===== src/rtl/zcash_fpga_pkg.sv =====
// Shared definitions for the host command path.
//   command_t    : command / reply codes carried in header_t.cmd
//   header_t     : first word of every packet (cmd [63:32], len [31:0] in bytes)
//   rx_route_t   : where the command receiver sends a packet
//   rx_state_t   : command receiver FSM states
//   get_rx_route : route decode of a header (pure function)
//   hdr_words    : number of 64-bit words a header announces
package zcash_fpga_pkg;

  localparam bit ENB_VERIFY_EQUIHASH      = 1'b1;
  localparam bit ENB_VERIFY_SECP256K1_SIG = 1'b1;

  typedef enum logic [31:0] {
    RESET_FPGA               = 32'h0000_0000,
    FPGA_STATUS              = 32'h0000_0001,
    VERIFY_EQUIHASH          = 32'h0000_0100,
    VERIFY_SECP256K1_SIG     = 32'h0000_0101,
    RESET_FPGA_RPL           = 32'h8000_0000,
    FPGA_STATUS_RPL          = 32'h8000_0001,
    FPGA_IGNORE_RPL          = 32'h8000_0002,
    VERIFY_EQUIHASH_RPL      = 32'h8000_0100,
    VERIFY_SECP256K1_SIG_RPL = 32'h8000_0101
  } command_t;

  typedef struct packed {
    logic [31:0] cmd;
    logic [31:0] len;
  } header_t;

  typedef enum logic [1:0] {
    ROUTE_TYP0,
    ROUTE_TYP1,
    ROUTE_DROP
  } rx_route_t;

  typedef enum logic [1:0] {
    S_IDLE,
    S_FWD,
    S_DROP,
    S_IGN
  } rx_state_t;

  // Reply codes (bit31 set) and disabled features fall through to DROP.
  function automatic rx_route_t get_rx_route(header_t hdr, int max_len);
    rx_route_t r;
    r = ROUTE_DROP;
    case (hdr.cmd)
      RESET_FPGA, FPGA_STATUS: r = ROUTE_TYP0;
      VERIFY_EQUIHASH:         if (ENB_VERIFY_EQUIHASH) r = ROUTE_TYP1;
      VERIFY_SECP256K1_SIG:    if (ENB_VERIFY_SECP256K1_SIG) r = ROUTE_TYP1;
      default:                 r = ROUTE_DROP;
    endcase
    if (hdr.len < 32'd8 || hdr.len > $unsigned(max_len)) r = ROUTE_DROP;
    return r;
  endfunction

  // Widened to 33 bits so a len near 2^32 cannot wrap to a small count.
  function automatic logic [31:0] hdr_words(header_t hdr);
    logic [32:0] s;
    s = {1'b0, hdr.len} + 33'd7;
    return s[32:3];
  endfunction

endpackage


===== src/rtl/zcash_fpga_cmd_rx.sv =====
// Host-to-FPGA command receiver and dispatcher.
// Decodes the header on the first word of each host packet and forwards the
// packet with zero latency to the control sink (typ0) or the verify sink
// (typ1). Malformed or unsupported packets are consumed and an ignore reply
// carrying the offending header is requested.
// Ports:
//   i_clk, i_rst_n                      clock, async active-low reset
//   i_rx_dat/val/sop/eop, o_rx_rdy      inbound host stream
//   o_typ0_dat/val/sop/eop, i_typ0_rdy  control stream (RESET_FPGA, FPGA_STATUS)
//   o_typ1_dat/val/sop/eop, i_typ1_rdy  verify stream (EQUIHASH, SECP256K1)
//   o_ign_hdr, o_ign_val, i_ign_rdy     ignore-reply request
//   o_err_len, o_err_sop                one-cycle error pulses
//   o_err_cnt                           saturating count of ignores and errors
module zcash_fpga_cmd_rx
  import zcash_fpga_pkg::*;
#(
  parameter int MAX_LEN      = 2048,
  parameter int ERR_CNT_BITS = 16
) (
  input  logic                    i_clk,
  input  logic                    i_rst_n,
  input  logic [63:0]             i_rx_dat,
  input  logic                    i_rx_val,
  input  logic                    i_rx_sop,
  input  logic                    i_rx_eop,
  output logic                    o_rx_rdy,
  output logic [63:0]             o_typ0_dat,
  output logic                    o_typ0_val,
  output logic                    o_typ0_sop,
  output logic                    o_typ0_eop,
  input  logic                    i_typ0_rdy,
  output logic [63:0]             o_typ1_dat,
  output logic                    o_typ1_val,
  output logic                    o_typ1_sop,
  output logic                    o_typ1_eop,
  input  logic                    i_typ1_rdy,
  output logic [63:0]             o_ign_hdr,
  output logic                    o_ign_val,
  input  logic                    i_ign_rdy,
  output logic                    o_err_len,
  output logic                    o_err_sop,
  output logic [ERR_CNT_BITS-1:0] o_err_cnt
);

  function automatic logic [ERR_CNT_BITS-1:0] sat_inc(input logic [ERR_CNT_BITS-1:0] v);
    return (&v) ? v : v + 1'b1;
  endfunction

  rx_state_t                state_q, state_d;
  logic [15:0]              exp_q, exp_d;
  logic [15:0]              cnt_q, cnt_d;
  logic                     sel_typ1_q, sel_typ1_d;
  logic                     no_ign_q, no_ign_d;
  logic [63:0]              ign_hdr_q, ign_hdr_d;
  logic [ERR_CNT_BITS-1:0]  err_cnt_q;

  header_t                  hdr;
  rx_route_t                route;
  logic [15:0]              hdr_exp;
  logic [15:0]              wcnt;

  logic                     rx_rdy;
  logic                     fwd_val, fwd_sop, fwd_eop, fwd_typ1;
  logic                     ign_val, err_sop, err_len, ign_done;

  assign hdr     = header_t'(i_rx_dat);
  assign route   = get_rx_route(hdr, MAX_LEN);
  assign hdr_exp = 16'(hdr_words(hdr));
  // Index of the word currently presented; the header word is number 1.
  assign wcnt    = cnt_q + 16'd1;

  always_comb begin
    state_d    = state_q;
    exp_d      = exp_q;
    cnt_d      = cnt_q;
    sel_typ1_d = sel_typ1_q;
    no_ign_d   = no_ign_q;
    ign_hdr_d  = ign_hdr_q;
    rx_rdy     = 1'b0;
    fwd_val    = 1'b0;
    fwd_sop    = 1'b0;
    fwd_eop    = 1'b0;
    fwd_typ1   = sel_typ1_q;
    ign_val    = 1'b0;
    err_sop    = 1'b0;
    err_len    = 1'b0;
    ign_done   = 1'b0;

    case (state_q)
      S_IDLE: begin
        if (!i_rx_sop) begin
          rx_rdy  = 1'b1;
          err_sop = i_rx_val;
        end else if (route == ROUTE_DROP) begin
          rx_rdy = 1'b1;
          if (i_rx_val) begin
            ign_hdr_d = i_rx_dat;
            no_ign_d  = 1'b0;
            state_d   = i_rx_eop ? S_IGN : S_DROP;
          end
        end else begin
          fwd_typ1 = (route == ROUTE_TYP1);
          rx_rdy   = fwd_typ1 ? i_typ1_rdy : i_typ0_rdy;
          fwd_val  = i_rx_val;
          fwd_sop  = 1'b1;
          fwd_eop  = (hdr_exp == 16'd1) || i_rx_eop;
          if (i_rx_val && rx_rdy) begin
            exp_d      = hdr_exp;
            cnt_d      = 16'd1;
            sel_typ1_d = fwd_typ1;
            // A multi-word header arriving with eop is a short packet.
            if (hdr_exp != 16'd1) begin
              if (i_rx_eop) err_len = 1'b1;
              else          state_d = S_FWD;
            end
          end
        end
      end

      S_FWD: begin
        rx_rdy  = sel_typ1_q ? i_typ1_rdy : i_typ0_rdy;
        fwd_val = i_rx_val;
        fwd_eop = (wcnt == exp_q) || i_rx_eop;
        if (i_rx_val && rx_rdy) begin
          cnt_d = wcnt;
          if (wcnt == exp_q) begin
            if (i_rx_eop) begin
              state_d = S_IDLE;
            end else begin
              // Long packet: the sink already saw eop, discard the tail quietly.
              err_len  = 1'b1;
              no_ign_d = 1'b1;
              state_d  = S_DROP;
            end
          end else if (i_rx_eop) begin
            err_len = 1'b1;
            state_d = S_IDLE;
          end
        end
      end

      S_DROP: begin
        rx_rdy = 1'b1;
        if (i_rx_val && i_rx_eop) state_d = no_ign_q ? S_IDLE : S_IGN;
      end

      S_IGN: begin
        ign_val = 1'b1;
        if (i_ign_rdy) begin
          ign_done = 1'b1;
          state_d  = S_IDLE;
        end
      end

      default: state_d = S_IDLE;
    endcase
  end

  // Handshake outputs are combinational from the host inputs, so they are
  // masked while reset is held to keep them low regardless of the host.
  assign o_rx_rdy   = i_rst_n & rx_rdy;
  assign o_typ0_dat = i_rx_dat;
  assign o_typ0_val = i_rst_n & fwd_val & ~fwd_typ1;
  assign o_typ0_sop = fwd_sop;
  assign o_typ0_eop = fwd_eop;
  assign o_typ1_dat = i_rx_dat;
  assign o_typ1_val = i_rst_n & fwd_val & fwd_typ1;
  assign o_typ1_sop = fwd_sop;
  assign o_typ1_eop = fwd_eop;
  assign o_ign_hdr  = ign_hdr_q;
  assign o_ign_val  = i_rst_n & ign_val;
  assign o_err_len  = i_rst_n & err_len;
  assign o_err_sop  = i_rst_n & err_sop;
  assign o_err_cnt  = err_cnt_q;

  // ---- control registers ----
  always_ff @(posedge i_clk or negedge i_rst_n) begin
    if (!i_rst_n) begin
      state_q   <= S_IDLE;
      no_ign_q  <= 1'b0;
      ign_hdr_q <= '0;
      err_cnt_q <= '0;
    end else begin
      state_q   <= state_d;
      no_ign_q  <= no_ign_d;
      ign_hdr_q <= ign_hdr_d;
      // Coincident events in one cycle count once.
      if (err_sop || err_len || ign_done) err_cnt_q <= sat_inc(err_cnt_q);
    end
  end

  // ---- packet bookkeeping, only meaningful while in FWD ----
  always_ff @(posedge i_clk) begin
    exp_q      <= exp_d;
    cnt_q      <= cnt_d;
    sel_typ1_q <= sel_typ1_d;
  end

endmodule


===== config.mk =====
export PLATFORM = sky130hd
export DESIGN_NAME = zcash_fpga_cmd_rx
export DESIGN_NICKNAME = d
export VERILOG_FILES = /design/src/rtl/zcash_fpga_pkg.sv /design/src/rtl/zcash_fpga_cmd_rx.sv
export SDC_FILE = /design/constraint.sdc
export NUM_CORES = 1
export LEC_CHECK = 0
export CAP_MARGIN = 40
export CORE_ASPECT_RATIO = 0.5
export CORE_MARGIN = 3
export CORE_UTILIZATION = 39
export CTS_CLUSTER_SIZE = 16
export DETAILED_ROUTE_END_ITERATION = 6
export PLACE_DENSITY = 0.89
export SETUP_SLACK_MARGIN = 0.02
export SYNTH_ARGS = -nofsm -noshare
export SYNTH_HDL_FRONTEND = slang
export SYNTH_SLANG_ARGS = --single-unit

===== constraint.sdc =====
create_clock -name i_clk -period 3.3 [get_ports i_clk]
set_input_delay 0.33 -clock i_clk [delete_from_list [all_inputs] [get_ports i_clk]]
set_output_delay 0.33 -clock i_clk [all_outputs]
set_load 0.02 [all_outputs]

==> impl_results.md, run 1 <==
* Status: finished with violations
* Violations in the final reports: negative setup slack
* Rel. slew slack at 51.95%
* Tightest Hold Check Type: primary input to asynchronous set/reset pin
* Final Cell Area at 10640 µm²
* Ant. Diodes at 0
* Antenna violations before repair at 0
* Worst EP required at 3.59 ns
* Total CTS buffers at 17
* Post-Route WL at approximately 24000 µm
* Die height at between 90 and 100 µm
* Post-route insts no fill at between 1000 and 1500
* Yosys top cell area share at just over 30%
* Initial DRC count at about 640
* Core area at 16640 µm²
* IO buf count at 289
* RSZ-0062 raised after global routing: true
* RR Startpoint: cnt_q[1]
* Pins over their slew limit at 0
* First-pass GRT wire length at 34410 µm
* Top FF cell, synth: dfrtp_1
* Hold Fails Final Rpt at 0
* Post-synth EDFFs at 33
* Root Buffer: clkbuf_16
* Cell Area, Synth at 6728 µm²
* Yosys top cell by area: dfrtp_1
* Peak VDD IR at 0.4015 mV
* Clk slew on worst S/H paths at approximately 0.060 ns
* Final setup viols at 19
* Syn nets at 680
* Die ar. at between 15000 and 20000 µm²
* Critical Path AT at 4.10 ns
* Count of state elements after synthesis at 116
* Worst setup margin at -0.5021 ns
* CTS Buffer Depth at 2
* WHS at 0.4315 ns
* Remaining antenna violation count at 0
* Final Wtd Congestion at 0.8822
* CP Capture Type: register
* Setup TNS at -4.941 ns
* Post-DR wirelength/cell at ~21 µm
* Clock sink count at ~120
* Leak at roughly 4.3 nW
* # DRC at 0
* Placed cell areas at 9699 µm²
* Worst Tran Pin Value at ~0.72 ns
* Final min period at 3.802 ns
* IO Pins at slightly below 300
* GR Util All Layers at a little under a quarter
* Pwr per Cell Area at 683.7 nW/µm²
* Register area share after synthesis at 45.60%
* Cell Chain, Critical Path: ha_4 > and4_4 > buf_4 > nand2_1 > nand2_1 > nand4_1 > nor4_4 > nand4_4 > ha_4 > nand3_4 > o311a_4 > a32o_2 > a21oi_4 > buf_12 > nand4_1 > xnor2_2
* Max-cap viol count at 0
* Initial core utilization at ~40%
* Layout area overhead at 58.10%
* Clock H-tree levels at 4
* Worst Setup Path Type: register to register
* Yosys warning total at 0
* CP max-delay cell: edfxtp_1
* Max FO, Critical Path at 7
* Via count at approximately 5900
* Most area-consuming cells after synthesis: dfrtp_1 31%, edfxtp_1 15%, buf_4 15%
* Post-layout nets at 954
* Final period util at 115.2%
* Post-DP HPWL at 16160 µm
* Fill count at 1149
* Chip width at 191.7 µm
* Overflow after GRT at 0
* CP max stage delay at 0.46 ns
* Placed cell count at 1072
* Final core utilization at around 64%
* Vias in the first global route at between 6000 and 7000
* Via/cell ratio at around 5.3
* Fmax achieved at 263.0 MHz
* Async SR Flop Fraction at 71.55%
* Pin count of the biggest net entering global routing at 57
* CTS tree: yes
* Clock skew at 0.01743 ns
* Synth cell types at 59
* Fraction of layout cells with a size suffix above 1 at 29.41%
* Critical path origin: cnt_q[1]
* Gate Count Post-Synth at roughly 600
* Rows at 33
* Clk_lat worst skew at 0.41 ns
* Syn avg cell area at 11.14 µm²
* Type of origin of the critical path: register
* Pre-antenna DRT Iters at 6
placed cells by master (no fill, tap or decap), types with 5 or more instances in the layout:
cell type,Yosys,routed
clkbuf_16,0,17
buf_4,130,114
nand3_1,23,17
nand2_1,28,27
edfxtp_1,33,33
mux2_1,6,6
nor3_1,11,10
nand3_2,2,6
nor2_1,25,22
xnor2_1,38,35
dfrtp_1,83,83
clkdlybuf4s50_1,0,280
bufinv_16,0,5
mux2_2,60,59
a21oi_1,8,6
nand4_1,15,15
nand2b_1,5,5
nor4_1,13,10
and3_1,7,7
inv_1,7,7
o21ai_0,11,8
xor2_1,20,16
critical path, delay by kind of cell (launching register included):
kind / cells / cell delay (ns)
fa+ha+maj: 2 / 0.52
simple gates: 8 / 1.48
buf+inv: 2 / 0.28
compound gates: 3 / 0.60
xor+xnor: 1 / 0.32
flops: 1 / 0.46
per-stage QoR:
stage	setup WS, ns	total power, mW
floorplan	0.004240	3.706
finish	-0.5021	7.272
global placement	-0.2590	5.031
CTS	-0.08081	7.227
global route	-0.7046	7.543
detailed placement	-0.2399	5.148
cell usage after synthesis (8+ instances only):
cell type / number
clkbuf_1: 11
edfxtp_1: 33
mux2_2: 60
nor3_1: 11
nand3_1: 23
a21oi_1: 8
nand2_1: 28
nor4_1: 13
buf_4: 130
nor2_1: 25
o21ai_0: 11
dfrtp_1: 83
nand4_1: 15
xnor2_1: 38
xor2_1: 20
sequential cells by signal, indices dropped and copies added (netlist names):
signal	count
sel_typ1_q	1
exp_q	16
o_err_cnt	16
cnt_q	16
o_ign_hdr	64
no_ign_q	1
state_q	2
layer usage:
layer	track usage [%]	share of wire [%]	vias to the layer above
met5	0	0	-
met4	8.282	4.2	0
met3	4.691	7.2	98
met2	41.76	52	370
met1	27.21	37	2942
li1	-	-	2539
path summary, 6_finish.rpt:
kind	endpoint	slack, ns	cells after the start
setup / recovery	o_err_cnt[8]	-0.50	16
hold / removal	o_ign_hdr[3]	0.43	2
setup reg to reg	o_err_cnt[8]	-0.50	16
hold reg to reg	o_ign_hdr[61]	0.49	1
max in group asynchronous	o_ign_hdr[47]	1.79	3
min in group i_clk	o_ign_hdr[61]	0.49	1
power by group:
| part | internal, mW | switching [mW] |
|---|---|---|
| sequential | 1.94 | 0.316 |
| combinational | 1.51 | 1.47 |
| clock | 1.34 | 0.700 |
| total | 4.79 | 2.48 |
cells by family (layout without fill, tap and decap cells):
| logic type | Yosys count | after routing | share of synthesized area [%] |
|---|---|---|---|
| xor gates and xnor gates | 61 | 61 | 8.574 |
| adders and majority gates | 4 | 4 | 0.7439 |
| buffers and inverters | 160 | 447 | 16.44 |
| AOI/OAI and AO/OA | 42 | 42 | 4.594 |
| DFF | 116 | 116 | 45.60 |
| and+or+nand+nor | 153 | 153 | 12.70 |
| muxes | 68 | 68 | 11.34 |
layout make-up:
type / count / area [µm²] / area share (%)
clock inverter: 13 / 205.2 / 1.929
tap: 227 / 284.0 / 2.670
timing repair buffer: 408 / 3824 / 35.95
multi-input combinational: 328 / 2796 / 26.29
clock buffer: 19 / 432.9 / 4.070
inverter: 7 / 26.28 / 0.2470
sequential: 116 / 3068 / 28.84
what timing repair did:
| action | CTS | global route |
|---|---|---|
| buffers inserted | 5 | 8 |
| endpoints found under the hold margin | 27 | 0 |
| hold buffers | 1 | 0 |
| resized for setup | 31 | 28 |
| pin swaps | 14 | 13 |
| setup endpoints to repair | 23 | 26 |
Note: power is estimated with default switching activity, not from simulation.
==> run 2: changes to the inputs <==
- PLACE_DENSITY: 0.89 -> 0.78
==> impl_results.md, run 2 (synthesis gave the netlist of run 1 again) <==
* Hold Fails Final Rpt at 0
* Via count at 5410
* CP max stage delay at 0.45 ns
* CTS Buffer Depth at 2
* CTS tree: yes
* Antenna violations before repair at 0
* GR Util All Layers at a little over a fifth
* Clk_lat worst skew at 0.41 ns
* Total Power at between 7 and 8 mW
* Pins over their slew limit at 0
* Fraction of layout cells with a size suffix above 1 at 28.09%
* Max FO, Critical Path at 7
* Most common cell after layout, fill and taps aside: clkdlybuf4s50_1
* Total CTS buffers at 17
* Cell Chain, Critical Path: ha_4 > and4_4 > nand4_1 > nor2_2 > xnor3_1 > and4bb_2 > nand4_4 > ha_4 > nand3_4 > o311a_4 > a32o_2 > a21oi_4 > clkbuf_16 > nand4_1 > xnor2_1
* Root Buffer: clkbuf_16
* Clock skew at 0.006970 ns
* Via/cell ratio at 4.874
* RR Startpoint: cnt_q[0]
* Tightest Hold Check Type: primary input to asynchronous set/reset pin
* Core area at 16640 µm²
* Initial core utilization at 40.43%
* Die ar. at roughly 19000 µm²
* Worst Tran Pin Value at 0.5711 ns
* Die height at 98.87 µm
* WHS at 0.2643 ns
* Pre-antenna DRT Iters at 4
* Most frequent cells in the layout: 282 x clkdlybuf4s50_1, 102 x buf_4, 83 x dfrtp_1, 59 x mux2_2, 37 x xnor2_1
* Post-DR wirelength/cell at 18.37 µm
* Max-cap viol count at 0
* Pin count of the biggest net entering global routing at 56
* Fill count at 1256
* Rel. slew slack at between 60% and 70%
* Post-Route WL at around 20000 µm
* Critical path origin: cnt_q[0]
* Initial DRC count at roughly 210
* IO buf count at 289
* Pwr per Cell Area at between 600 and 700 nW/µm²
* Clock sink count at 116
* Vias in the first global route at roughly 5600
* Worst Setup Path Type: register to register
* # DRC at 0
* Worst EP required at between 3 and 4 ns
* Rows at 33
* Critical Path AT at 3.73 ns
* Status: finished with violations
* Final min period at 3.439 ns
* Worst setup margin at -0.1389 ns
* Clk slew on worst S/H paths at approximately 0.060 ns
* Type of origin of the critical path: register
* Final setup viols at 15
* Post-DP HPWL at approximately 16000 µm
* Worst Reg-to-Reg Cells at 15
* Leak at 4.287 nW
* R2r setup slk at -0.14 ns
* Violations in the final reports: negative setup slack
* Ant. Diodes at 0
* Final period util at 104.2%
* Layout area overhead at 57.56%
* Chip width at about 190 µm
* R2R Path End: o_err_cnt[10]
* Placed cell areas at between 9000 and 10000 µm²
* Remaining antenna violation count at 0
* Final Wtd Congestion at 0.9649
* CP Capture Type: register
* First-pass GRT wire length at roughly 31000 µm
* Peak VDD IR at approximately 0.42 mV
* IO Pins at 290
* Final Cell Area at 10600 µm²
* Fmax achieved at 290.8 MHz
* Worst setup path end: o_err_cnt[10]
* Overflow after GRT at 0
* Post-layout nets at 946
* Clock H-tree levels at 4
* Max reg flops at 64
* CP max-delay cell: edfxtp_1
* RSZ-0062 raised after global routing: true
run 2: changes by cell type in the layout (fill, tap and decap cells not counted), sizes merged:
cell           change
buf                -9
clkbuf             +3
inv                +3
bufinv             -2
clkdlybuf4s50      +2
clkinvlp           -2
clkinv             -1
dlygate4sd2        -1
dlymetal6s2s       -1
run 2: metrics by stage:
step	util [%]	TNS, ns	setup WS [ns]	cells
2_1_floorplan	-	0	0.004240	604
3_3_place_gp	58.08	-0.5355	-0.1567	1064
3_5_place_dp	58.25	-1.086	-0.1714	1065
6_report	63.70	-1.175	-0.1389	1110
5_1_grt	63.70	-3.839	-0.2985	1110
4_1_cts	62.52	0	0.02721	1104
run 2: layout make-up:
type	count	area, µm²	share of cell area (%)
tap	227	284.0	2.679
inverter	7	26.28	0.2479
sequential	116	3068	28.94
clock buffer	21	503.0	4.745
timing repair buffer	400	3825	36.08
multi-input combinational	328	2754	25.98
clock inverter	11	140.1	1.322
run 2: report_power, final:
group	total [mW]	internal (mW)	switching, mW
logic	2.90	1.50	1.40
registers	2.24	1.94	0.302
clock network	1.99	1.32	0.676
run 2: worst max-delay path: cells and delay by family (launching register included):
| family | cells | cell delay [ns] |
|---|---|---|
| buffers and inverters | 1 | 0.19 |
| adder cells (fa/ha/maj) | 2 | 0.51 |
| AO/OA/AOI/OAI | 3 | 0.56 |
| AND/OR/NAND/NOR | 7 | 1.27 |
| XOR/XNOR | 2 | 0.33 |
| flip-flops | 1 | 0.45 |
run 2: timing repair:
item                                    CTS  global route
setup buffers                             6             5
gates resized for setup                  25            25
pin swaps                                 7            22
endpoints found under the setup margin   20            21
hold endpoints to repair                  4             0
hold buffers                              1             0
gates cloned                              0             1
run 2: per-layer routing:
metal  GRT usage [%]  vias to the layer above  wire [µm]
li1                -                     2529          -
met2           38.86                      151      11200
met3           4.833                       34        847
met4           7.099                        0        350
met1           24.89                     2696       7996
met5               0                        -          0
run 2: how the worst min path moves through the flow:
stage,start,slack (ns),endpoint,cells after the start
after floorplan,i_rst_n,0.03,no_ign_q,0
after CTS,i_rst_n,0.25,o_ign_hdr[6],2
final,i_rst_n,0.26,o_ign_hdr[6],2
after detailed placement,i_rst_n,0.14,state_q[1],1
after global routing,i_rst_n,0.27,o_ign_hdr[6],2
after global placement,i_rst_n,0.15,o_ign_hdr[6],1
==> run 3: changes to the inputs <==
- CORE_UTILIZATION: 39 -> 33
- GPL_TIMING_DRIVEN: unset -> 0
- PLACE_DENSITY: 0.78 -> 0.68
==> impl_results.md, run 3 (synthesis gave the netlist of run 1 again) <==
* Clk slew on worst S/H paths at roughly 0.050 ns
* Most frequent cells in the layout: 278 x clkdlybuf4s50_1, 150 x buf_4, 83 x dfrtp_1, 59 x mux2_2, 37 x xnor2_1
* Root Buffer: clkbuf_16
* Pre-antenna DRT Iters at 4
* First-pass GRT wire length at 33180 µm
* Clock sink count at between 100 and 150
* Core area at ~20000 µm²
* Total Power at 7.142 mW
* Post-Route WL at around 21000 µm
* Ant. Diodes at 0
* Seq pwr share at 30.7%
* Clock H-tree levels at 4
* IO buf count at about 290
* Worst EP required at around 3.6 ns
* Hold Fails Final Rpt at 0
* Status: finished with violations
* Critical path origin: cnt_q[0]
* Post-DP HPWL at 16310 µm
* GRT met3 Usage at 4.414%
* Net Sw Frac at between 30% and 40%
* IO Pins at 290
* Most common cell after layout, fill and taps aside: clkdlybuf4s50_1
* Final setup viols at 16
* Chip width at around 210 µm
* Hold Crit Depth at 2
* RR Startpoint: cnt_q[0]
* Rows at 36
* Type of origin of the critical path: register
* Worst Setup Path Type: register to register
* Placed cell areas at 10040 µm²
* Pins over their slew limit at 0
* Total CTS buffers at 17
* Met2 usage at 34.75%
* Layout area overhead at 64.29%
* GR Util All Layers at 19.17%
* Post-DR wirelength/cell at around 18 µm
* Final Wtd Congestion at 0.8380
* Via count at 5549
* Fraction of layout cells with a size suffix above 1 at 32.31%
* WHS Endpoint: o_ign_hdr[8]
* Die ar. at 22240 µm²
* Max-cap viol count at 0
* # DRC at 0
* Hold path start: i_rx_dat[8]
* R2r setup slk at -0.08 ns
* Rel. slew slack at 48.58%
* Max FO, Critical Path at 6
* Pwr per Cell Area at 646.2 nW/µm²
* Clk_lat worst skew at 0.41 ns
* Clock skew at 0.007865 ns
* Antenna violations before repair at 0
* Fill count at 1677
* Post-layout nets at 1010
* CTS Buffer Depth at 2
* Worst setup margin at -0.07810 ns
* Worst Reg-to-Reg Cells at 15
* Die height at 107.0 µm
* Fmax achieved at 296.0 MHz
* Final Cell Area at 11050 µm²
* Pin count of the biggest net entering global routing at 54
* Peak VDD IR at 0.3395 mV
* Grt met1 use at about a quarter
* CP Capture Type: register
* Via/cell ratio at 4.586
* Logic pwr share at 42.7%
* Initial DRC count at 245
* Violations in the final reports: negative setup slack
* Critical Path AT at 3.67 ns
* RSZ-0062 raised after global routing: true
* Final min period at 3.378 ns
* Remaining antenna violation count at 0
* Max reg flops at 64
* Final core utilization at 56.02%
* Power Internal at 4.751 mW
* Leak at 4.555 nW
* Vias in the first global route at 5728
* WHS at 0.3436 ns
* R2R Path End: o_err_cnt[1]
* Worst Tran Pin Value at about 0.77 ns
* Final period util at 102.4%
* Sw Pwr at 2.391 mW
* Pre-CTS setup slack at -0.5159 ns
* CTS tree: yes
* Initial core utilization at 34.10%
* Gr busiest metal: met2
* Clock power frac at about a quarter
* Tightest Hold Check Type: primary input to register
* Overflow after GRT at 0
## run 3: metal layers
layer	vias up	share of wire (%)
met4	0	0.78
li1	2657	-
met5	-	0
met3	12	3.4
met1	2773	42
met2	107	53
## run 3: worst max path at each step
stage                               end  slack (ns)  cells after the start
after CTS                     o_err_len       -0.05                     14
final                      o_err_cnt[1]       -0.08                     15
after global placement        o_err_sop       -2.18                      4
after floorplan           o_err_cnt[14]       0.004                     16
after detailed placement  o_err_cnt[10]       -0.52                     15
after global routing       o_err_cnt[8]       -0.27                     16
## run 3: through the flow
step	TNS [ns]	cells
6_report	-0.5892	1210
5_1_grt	-3.434	1210
4_1_cts	-0.2482	1208
3_5_place_dp	-12.08	1160
3_3_place_gp	-163.52	1157
2_1_floorplan	0	604
## run 3: area by class of cell
cell class	instances	area (µm²)	area share (%)
Timing Repair Buffer	314	3128	28.30
Sequential cell	116	3068	27.76
Multi-Input combinational cell	328	2793	25.27
Buffer	150	1100	9.950
Clock buffer	26	540.5	4.890
Tap cell	266	332.8	3.011
Clock inverter	3	65.06	0.5886
Inverter	7	26.28	0.2377
## run 3: worst max-delay path, stage by stage (launching register included)
cell and delay, ns:
edfxtp_1 0.42, ha_2 0.21, and4_1 0.18, clkbuf_8 0.15, nand3_2 0.09, xor2_2 0.20, xnor2_1 0.14, and4bb_2 0.34
nand4_4 0.14, ha_4 0.31, nand3_4 0.06, o311a_4 0.14, a32o_2 0.24, a21oi_4 0.22, buf_6 0.15, mux2_4 0.29
## run 3: timing repair
action,CTS,global route
hold endpoints to repair,31,0
hold buffers,2,0
cloned,1,0
endpoints found under the setup margin,25,23
gates resized for setup,50,20
pin swaps,22,17
buffers inserted,19,2
## run 3: power groups by stage
stage	clock [mW]	combinational [mW]	sequential [mW]
2_1_floorplan	0	1.00	2.70
3_3_place_gp	0	2.96	2.19
3_5_place_dp	0	3.00	2.21
4_1_cts	1.94	3.07	2.19
5_1_grt	2.00	3.22	2.25
6_report	1.90	3.05	2.19
